**src/rtl/figuras_pkg.sv**
```systemverilog
// Shared shape codes, debounce state encoding and selection-step helpers
// used by the selector, the shape multiplexer and the shape generators.
package figuras_pkg;

  localparam logic [1:0] FIG_CUADRADO = 2'b00;
  localparam logic [1:0] FIG_CIRCULO  = 2'b01;
  localparam logic [1:0] FIG_RECTA    = 2'b10;

  typedef enum logic [1:0] {
    ESPERA_ALTO   = 2'b00,
    CONFIRMA_ALTO = 2'b01,
    ESPERA_BAJO   = 2'b10,
    CONFIRMA_BAJO = 2'b11
  } deb_state_e;

  // Forward step; an illegal code recovers to FIG_CUADRADO.
  function automatic logic [1:0] fig_siguiente(input logic [1:0] fig);
    logic [1:0] res;
    case (fig)
      FIG_CUADRADO: res = FIG_CIRCULO;
      FIG_CIRCULO:  res = FIG_RECTA;
      FIG_RECTA:    res = FIG_CUADRADO;
      default:      res = FIG_CUADRADO;
    endcase
    return res;
  endfunction

  function automatic logic [1:0] fig_anterior(input logic [1:0] fig);
    logic [1:0] res;
    case (fig)
      FIG_CUADRADO: res = FIG_RECTA;
      FIG_CIRCULO:  res = FIG_CUADRADO;
      FIG_RECTA:    res = FIG_CIRCULO;
      default:      res = FIG_CUADRADO;
    endcase
    return res;
  endfunction

endpackage

```
**src/rtl/antirrebote.sv**
```systemverilog
// Two-flop synchroniser plus debounce FSM for one push-button; emits a single
// registered one-cycle pulse per accepted press, nothing on release.
module antirrebote
  import figuras_pkg::*;
#(
  parameter int DEB_CYCLES = 500000,
  parameter int CNT_W      = 19
) (
  input  logic clk,
  input  logic reset,
  input  logic btn,
  output logic pulso
);

  localparam logic [CNT_W-1:0] CNT_MAX  = CNT_W'(DEB_CYCLES - 1);
  localparam logic [CNT_W-1:0] CNT_ZERO = {CNT_W{1'b0}};
  localparam logic [CNT_W-1:0] CNT_ONE  = CNT_W'(1);

  logic             s1_q, s1_d;
  logic             s2_q, s2_d;
  deb_state_e       state_q, state_d;
  logic [CNT_W-1:0] cnt_q, cnt_d;
  logic             pulso_q, pulso_d;

  // State register: synchroniser, FSM, counter and pulse.
  always_ff @(posedge clk) begin
    if (reset) begin
      s1_q    <= 1'b0;
      s2_q    <= 1'b0;
      state_q <= ESPERA_ALTO;
      cnt_q   <= CNT_ZERO;
      pulso_q <= 1'b0;
    end else begin
      s1_q    <= s1_d;
      s2_q    <= s2_d;
      state_q <= state_d;
      cnt_q   <= cnt_d;
      pulso_q <= pulso_d;
    end
  end

  // Next-state logic; any sample against the expected level restarts confirmation.
  always_comb begin
    s1_d    = btn;
    s2_d    = s1_q;
    state_d = state_q;
    cnt_d   = cnt_q;
    pulso_d = 1'b0;
    case (state_q)
      ESPERA_ALTO: begin
        if (s2_q) begin
          state_d = CONFIRMA_ALTO;
          cnt_d   = CNT_ZERO;
        end else begin
          state_d = ESPERA_ALTO;
        end
      end
      CONFIRMA_ALTO: begin
        if (!s2_q) begin
          state_d = ESPERA_ALTO;
          cnt_d   = CNT_ZERO;
        end else if (cnt_q == CNT_MAX) begin
          state_d = ESPERA_BAJO;
          pulso_d = 1'b1;
        end else begin
          cnt_d = cnt_q + CNT_ONE;
        end
      end
      ESPERA_BAJO: begin
        if (!s2_q) begin
          state_d = CONFIRMA_BAJO;
          cnt_d   = CNT_ZERO;
        end else begin
          state_d = ESPERA_BAJO;
        end
      end
      CONFIRMA_BAJO: begin
        if (s2_q) begin
          state_d = ESPERA_BAJO;
        end else if (cnt_q == CNT_MAX) begin
          state_d = ESPERA_ALTO;
        end else begin
          cnt_d = cnt_q + CNT_ONE;
        end
      end
      default: begin
        state_d = ESPERA_ALTO;
        cnt_d   = CNT_ZERO;
      end
    endcase
  end

  assign pulso = pulso_q;

endmodule

```
**src/rtl/selector_figura.sv**
```systemverilog
// Front-panel shape selector: debounces next/previous buttons and keeps the
// registered shape code plus a one-cycle change strobe.
module selector_figura
  import figuras_pkg::*;
#(
  parameter int DEB_CYCLES = 500000,
  parameter int CNT_W      = 19
) (
  input  logic       clk,
  input  logic       reset,
  input  logic       btn_sig,
  input  logic       btn_ant,
  output logic [1:0] selec,
  output logic       cambio
);

  logic       pulso_sig;
  logic       pulso_ant;
  logic [1:0] selec_q, selec_d;
  logic       cambio_q, cambio_d;

  antirrebote #(
    .DEB_CYCLES(DEB_CYCLES),
    .CNT_W     (CNT_W)
  ) u_deb_sig (
    .clk  (clk),
    .reset(reset),
    .btn  (btn_sig),
    .pulso(pulso_sig)
  );

  antirrebote #(
    .DEB_CYCLES(DEB_CYCLES),
    .CNT_W     (CNT_W)
  ) u_deb_ant (
    .clk  (clk),
    .reset(reset),
    .btn  (btn_ant),
    .pulso(pulso_ant)
  );

  // Selection and change-strobe registers.
  always_ff @(posedge clk) begin
    if (reset) begin
      selec_q  <= FIG_CUADRADO;
      cambio_q <= 1'b0;
    end else begin
      selec_q  <= selec_d;
      cambio_q <= cambio_d;
    end
  end

  // Simultaneous pulses cancel; the step helpers map a corrupted 11 to 00.
  always_comb begin
    selec_d  = selec_q;
    cambio_d = 1'b0;
    if (pulso_sig && !pulso_ant) begin
      selec_d  = fig_siguiente(selec_q);
      cambio_d = 1'b1;
    end else if (pulso_ant && !pulso_sig) begin
      selec_d  = fig_anterior(selec_q);
      cambio_d = 1'b1;
    end else begin
      selec_d  = selec_q;
      cambio_d = 1'b0;
    end
  end

  assign selec  = selec_q;
  assign cambio = cambio_q;

endmodule

```
**config.mk**
```make
export PLATFORM = sky130hd
export DESIGN_NAME = selector_figura
export DESIGN_NICKNAME = d
export VERILOG_FILES = /design/src/rtl/figuras_pkg.sv /design/src/rtl/antirrebote.sv /design/src/rtl/selector_figura.sv
export SDC_FILE = /design/constraint.sdc
export NUM_CORES = 1
export LEC_CHECK = 0
export BUFFER_PORTS_ARGS = -buffer_cell sky130_fd_sc_hd__buf_2
export CORE_UTILIZATION = 48
export CTS_CLUSTER_SIZE = 10
export DETAILED_ROUTE_END_ITERATION = 12
export MAX_ROUTING_LAYER = met4
export PLACE_DENSITY = 0.75
export REMOVE_ABC_BUFFERS = 1
export SLEW_MARGIN = 20
export SYNTH_ARGS = -nofsm -noshare
export SYNTH_HDL_FRONTEND = slang
export SYNTH_SLANG_ARGS = --single-unit
export TNS_END_PERCENT = 1
```
**constraint.sdc**
```tcl
create_clock -name clk -period 2.11 [get_ports clk]
set_clock_uncertainty 0.05 [all_clocks]
set_input_delay 0.422 -clock clk [delete_from_list [all_inputs] [get_ports clk]]
set_output_delay 0.422 -clock clk [all_outputs]
set_load 0.02 [all_outputs]
```
==> impl_metrics.sql <==
INSERT INTO impl_metrics (metric_group, metric, value, unit) VALUES
('final_layout', 'antenna-diode-count', '0', ''),
('final_layout', 'fin_nets', '346', ''),
('synth', 'synth.yosys.seq_area_share', '0.3623', ''),
('clocking', 'max-clock-path-buffers', '2', ''),
('clocking', 'cts_root_buf', 'sky130_fd_sc_hd__clkbuf_8', ''),
('setup_path', 'crit_path_top_delay_cell', 'sky130_fd_sc_hd__or4_1', ''),
('drt', 'via_count', '2638', ''),
('synth', 'yosys.cell_count.top_type', 'sky130_fd_sc_hd__dfxtp_1', ''),
('synth', 'synthDominantCellAreaShare', '0.3623', ''),
('die', 'num_io_pins', '7', ''),
('drt', 'drt_wl_total', '6.518', 'mm'),
('placed_design', 'cell_area_after_placement', '0.002882', 'mm2'),
('synth', 'mappedNetlistArea', '0.002818', 'mm2'),
('sta', 'fin_tns_setup', '0', 'ns'),
('clocking', 'ctsHoldBuffers', '0', ''),
('clocking', 'tritoncts_clock_tree', 'done', ''),
('sta', 'setup_viol_count_final', '0', ''),
('setup_path', 'kind_of_cell_adding_the_most_delay_to_the_critical_path', 'simple AND/OR/NAND/NOR gates', ''),
('synth', 'leading_area_contributor_after_synthesis', 'sky130_fd_sc_hd__dfxtp_1', ''),
('pwr', 'power.leakage', '0.001014', 'uW'),
('final_layout', 'final_design_area_no_fill', '0.003007', 'mm2'),
('drt', 'remaining_routing_drc_violations', '0', ''),
('synth', 'ys_types', '63', ''),
('sta', 'timing.slew.headroom', '0.6513', ''),
('flow_run', 'maxCapViolations', '0', ''),
('synth', 'dominant_cells_by_area_after_synthesis', 'sky130_fd_sc_hd__dfxtp_1, sky130_fd_sc_hd__o21ai_0, sky130_fd_sc_hd__nand2_1', ''),
('die', 'chip_height', '78.62', 'um'),
('die', 'core_region_area', '0.005574', 'mm2'),
('grt', 'gr-total-overflow', '0', ''),
('pwr', 'irDropWorstVdd', '263.6', 'uV'),
('sta', 'final.period_utilization', '0.9084', ''),
('setup_path', 'timing.critical_path.arrival', '2.12', 'ns'),
('synth', 'postSynthRegisterBits', '51', ''),
('final_layout', 'ratio_of_cells_with_drive_above_1_in_the_final_layout', '0.1118', ''),
('grt', 'antenna_violations_before_repair', '0', ''),
('die', 'placement_rows', '27', ''),
('sta', 'maxClockFrequency', '521.7', 'MHz'),
('pwr', 'switching_power', '380.1', 'uW'),
('setup_path', 'path_cells', 'ha_2, and4_1, nand4_2, nor2_1, or4_1, a21oi_1', ''),
('grt', 'first_global_vias', '2213', ''),
('synth', 'synthesis.area_per_instance', '8.336', 'um2'),
('synth', 'yosys-mux-area-fraction', '0.003552', ''),
('die', 'chipWidth', '78.62', 'um'),
('drt', 'route.detailed.wl_per_inst', '15.82', 'um'),
('sta', 'final_max_slew_viol_count', '0', ''),
('placed_design', 'hpwlAfterDp', '4.540', 'mm'),
('status', 'status', 'completed', ''),
('synth', 'synth_compound_gate_area_share', '0.2274', ''),
('pwr', 'share_clk_of_total_power', '0.408', ''),
('synth', 'post_synth_inst_count', '338', ''),
('synth', 'asyncSetResetFlopFracSynth', '0', ''),
('grt', 'gr-usage-all-layers', '0.2327', ''),
('pwr', 'power-per-cell-area', '582.9', 'mW/mm2'),
('clocking', 'worstSkewPairLatency', '0.31', 'ns'),
('drt', '1st_iter_drt_viols', '219', ''),
('final_layout', 'final_core_utilization', '0.5394', ''),
('sta', 'rsz0062_at_grt', 'no', ''),
('pwr', 'seq_power_share', '0.555', ''),
('pwr', 'p_total', '1752', 'uW'),
('final_layout', 'layout-area-overhead-vs-synth', '6.705', '%'),
('synth', 'synth_simple_gate_area_share', '0.3295', ''),
('sta', 'final-hold-violation-count', '0', ''),
('clocking', 'post_cts_buffers', '0', ''),
('hold_path', 'path_category_of_the_worst_min_delay_check', 'in2reg', ''),
('drt', 'via_per_inst', '6.403', ''),
('setup_path', 'critical_path_class', 'reg2reg', ''),
('synth', 'synthesis.yosys.warnings', '0', ''),
('clocking', 'path_clk_slew', '0.10', 'ns'),
('die', 'initial_core_util', '0.5055', ''),
('pwr', 'power_frac_comb', '0.038', ''),
('setup_path', 'path_max_fanout', '6', '');
cell type report:
type                    instances  area, um2
flip-flops and latches         51       1021
repair buffers                 12      87.58
fillers                       500       2567
multi-input cells             265       1675
clock buffers                   6      82.58
inverters                       4      15.01
well taps                      72      90.09
clock inverters                 2      35.03
state kept, by name (all words and copies together) (netlist names), named ones only:
name,count
u_deb_sig.pulso,1
u_deb_sig.s1_q,1
u_deb_sig.state_q,1
u_deb_ant.state_q,1
u_deb_sig.cnt_q,19
cambio,1
u_deb_sig.s2_q,1
u_deb_ant.cnt_q,19
selec,2
u_deb_ant.s1_q,1
u_deb_ant.s2_q,1
u_deb_ant.pulso,1
layout by cell type, fill, tap and decap left out, types with 3 or more instances in the layout:
| cell | count |
|---|---|
| sky130_fd_sc_hd__o211ai_1 | 5 |
| sky130_fd_sc_hd__a311oi_1 | 7 |
| sky130_fd_sc_hd__nand3b_1 | 3 |
| sky130_fd_sc_hd__nand2_1 | 31 |
| sky130_fd_sc_hd__o21a_1 | 3 |
| sky130_fd_sc_hd__nor4b_1 | 5 |
| sky130_fd_sc_hd__nor4_1 | 3 |
| sky130_fd_sc_hd__buf_2 | 6 |
| sky130_fd_sc_hd__a21oi_1 | 23 |
| sky130_fd_sc_hd__nand4_1 | 10 |
| sky130_fd_sc_hd__and3_1 | 5 |
| sky130_fd_sc_hd__inv_1 | 4 |
| sky130_fd_sc_hd__dfxtp_1 | 51 |
| sky130_fd_sc_hd__xor2_1 | 3 |
| sky130_fd_sc_hd__nand3_1 | 20 |
| sky130_fd_sc_hd__clkbuf_8 | 6 |
| sky130_fd_sc_hd__nor2_1 | 27 |
| sky130_fd_sc_hd__a31oi_1 | 10 |
| sky130_fd_sc_hd__a211oi_1 | 3 |
| sky130_fd_sc_hd__nor2b_1 | 4 |
| sky130_fd_sc_hd__nand4b_1 | 3 |
| sky130_fd_sc_hd__or4_1 | 5 |
| sky130_fd_sc_hd__nor3_1 | 13 |
| sky130_fd_sc_hd__a41oi_1 | 3 |
| sky130_fd_sc_hd__o21ai_1 | 4 |
| sky130_fd_sc_hd__o21ai_0 | 28 |
| sky130_fd_sc_hd__and2_1 | 3 |
| sky130_fd_sc_hd__buf_4 | 5 |
| sky130_fd_sc_hd__and4_1 | 3 |
power groups by stage:
| stage | clock network [uW] | registers (uW) | logic, uW |
|---|---|---|---|
| after global placement | 0 | 994 | 64.6 |
| after global routing | 775 | 973 | 72.0 |
| after CTS | 735 | 972 | 65.4 |
| final | 715 | 972 | 65.8 |
| after floorplan | 0 | 993 | 29.2 |
| after detailed placement | 0 | 994 | 65.3 |
through the flow:
step                      hold slack [ns]  std cells  setup WS, ns
after floorplan                    0.3638        320        0.3116
after global placement             0.3681        404        0.2563
after detailed placement           0.3731        404        0.1875
after CTS                          0.2694        412        0.1600
after global routing               0.2764        412       0.01097
final                              0.2756        412        0.1934
metal layers:
layer / track usage / vias up / part of all wire
li1: - / 1296 / -
met1: 0.3222 / 1257 / 0.50
met2: 0.3400 / 78 / 0.44
met3: 0.04535 / 7 / 0.048
met4: 0.07037 / 0 / 0.0081
met5: - / - / 0
path summary, 6_finish.rpt:
kind | depth (start not counted) | slack [ns] | startpoint | end
max reg2reg | 6 | 0.19 | u_deb_ant.cnt_q[0]$_SDFFE_PP0P_ | u_deb_ant.cnt_q[12]$_SDFFE_PP0P_
max | 6 | 0.19 | u_deb_ant.cnt_q[0]$_SDFFE_PP0P_ | u_deb_ant.cnt_q[12]$_SDFFE_PP0P_
min | 2 | 0.28 | btn_sig | u_deb_sig.s1_q$_SDFF_PP0_
min reg2reg | 1 | 0.39 | u_deb_sig.s1_q$_SDFF_PP0_ | u_deb_sig.s2_q$_SDFF_PP0_
timing repair:
action                     CTS  global route
setup endpoints to repair    0             4
resized for setup            0             2
hold endpoints to repair     0             0
kinds of logic (layout without fill, tap and decap cells):
logic type	after synthesis	count (layout)
buffers and inverters	22	24
AO/OA/AOI/OAI	101	101
multiplexers	1	1
XOR/XNOR	5	5
adder cells (fa/ha/maj)	3	3
flip-flops	51	51
AND/OR/NAND/NOR	155	155
No activity file was read; power rests on OpenSTA's default activity.
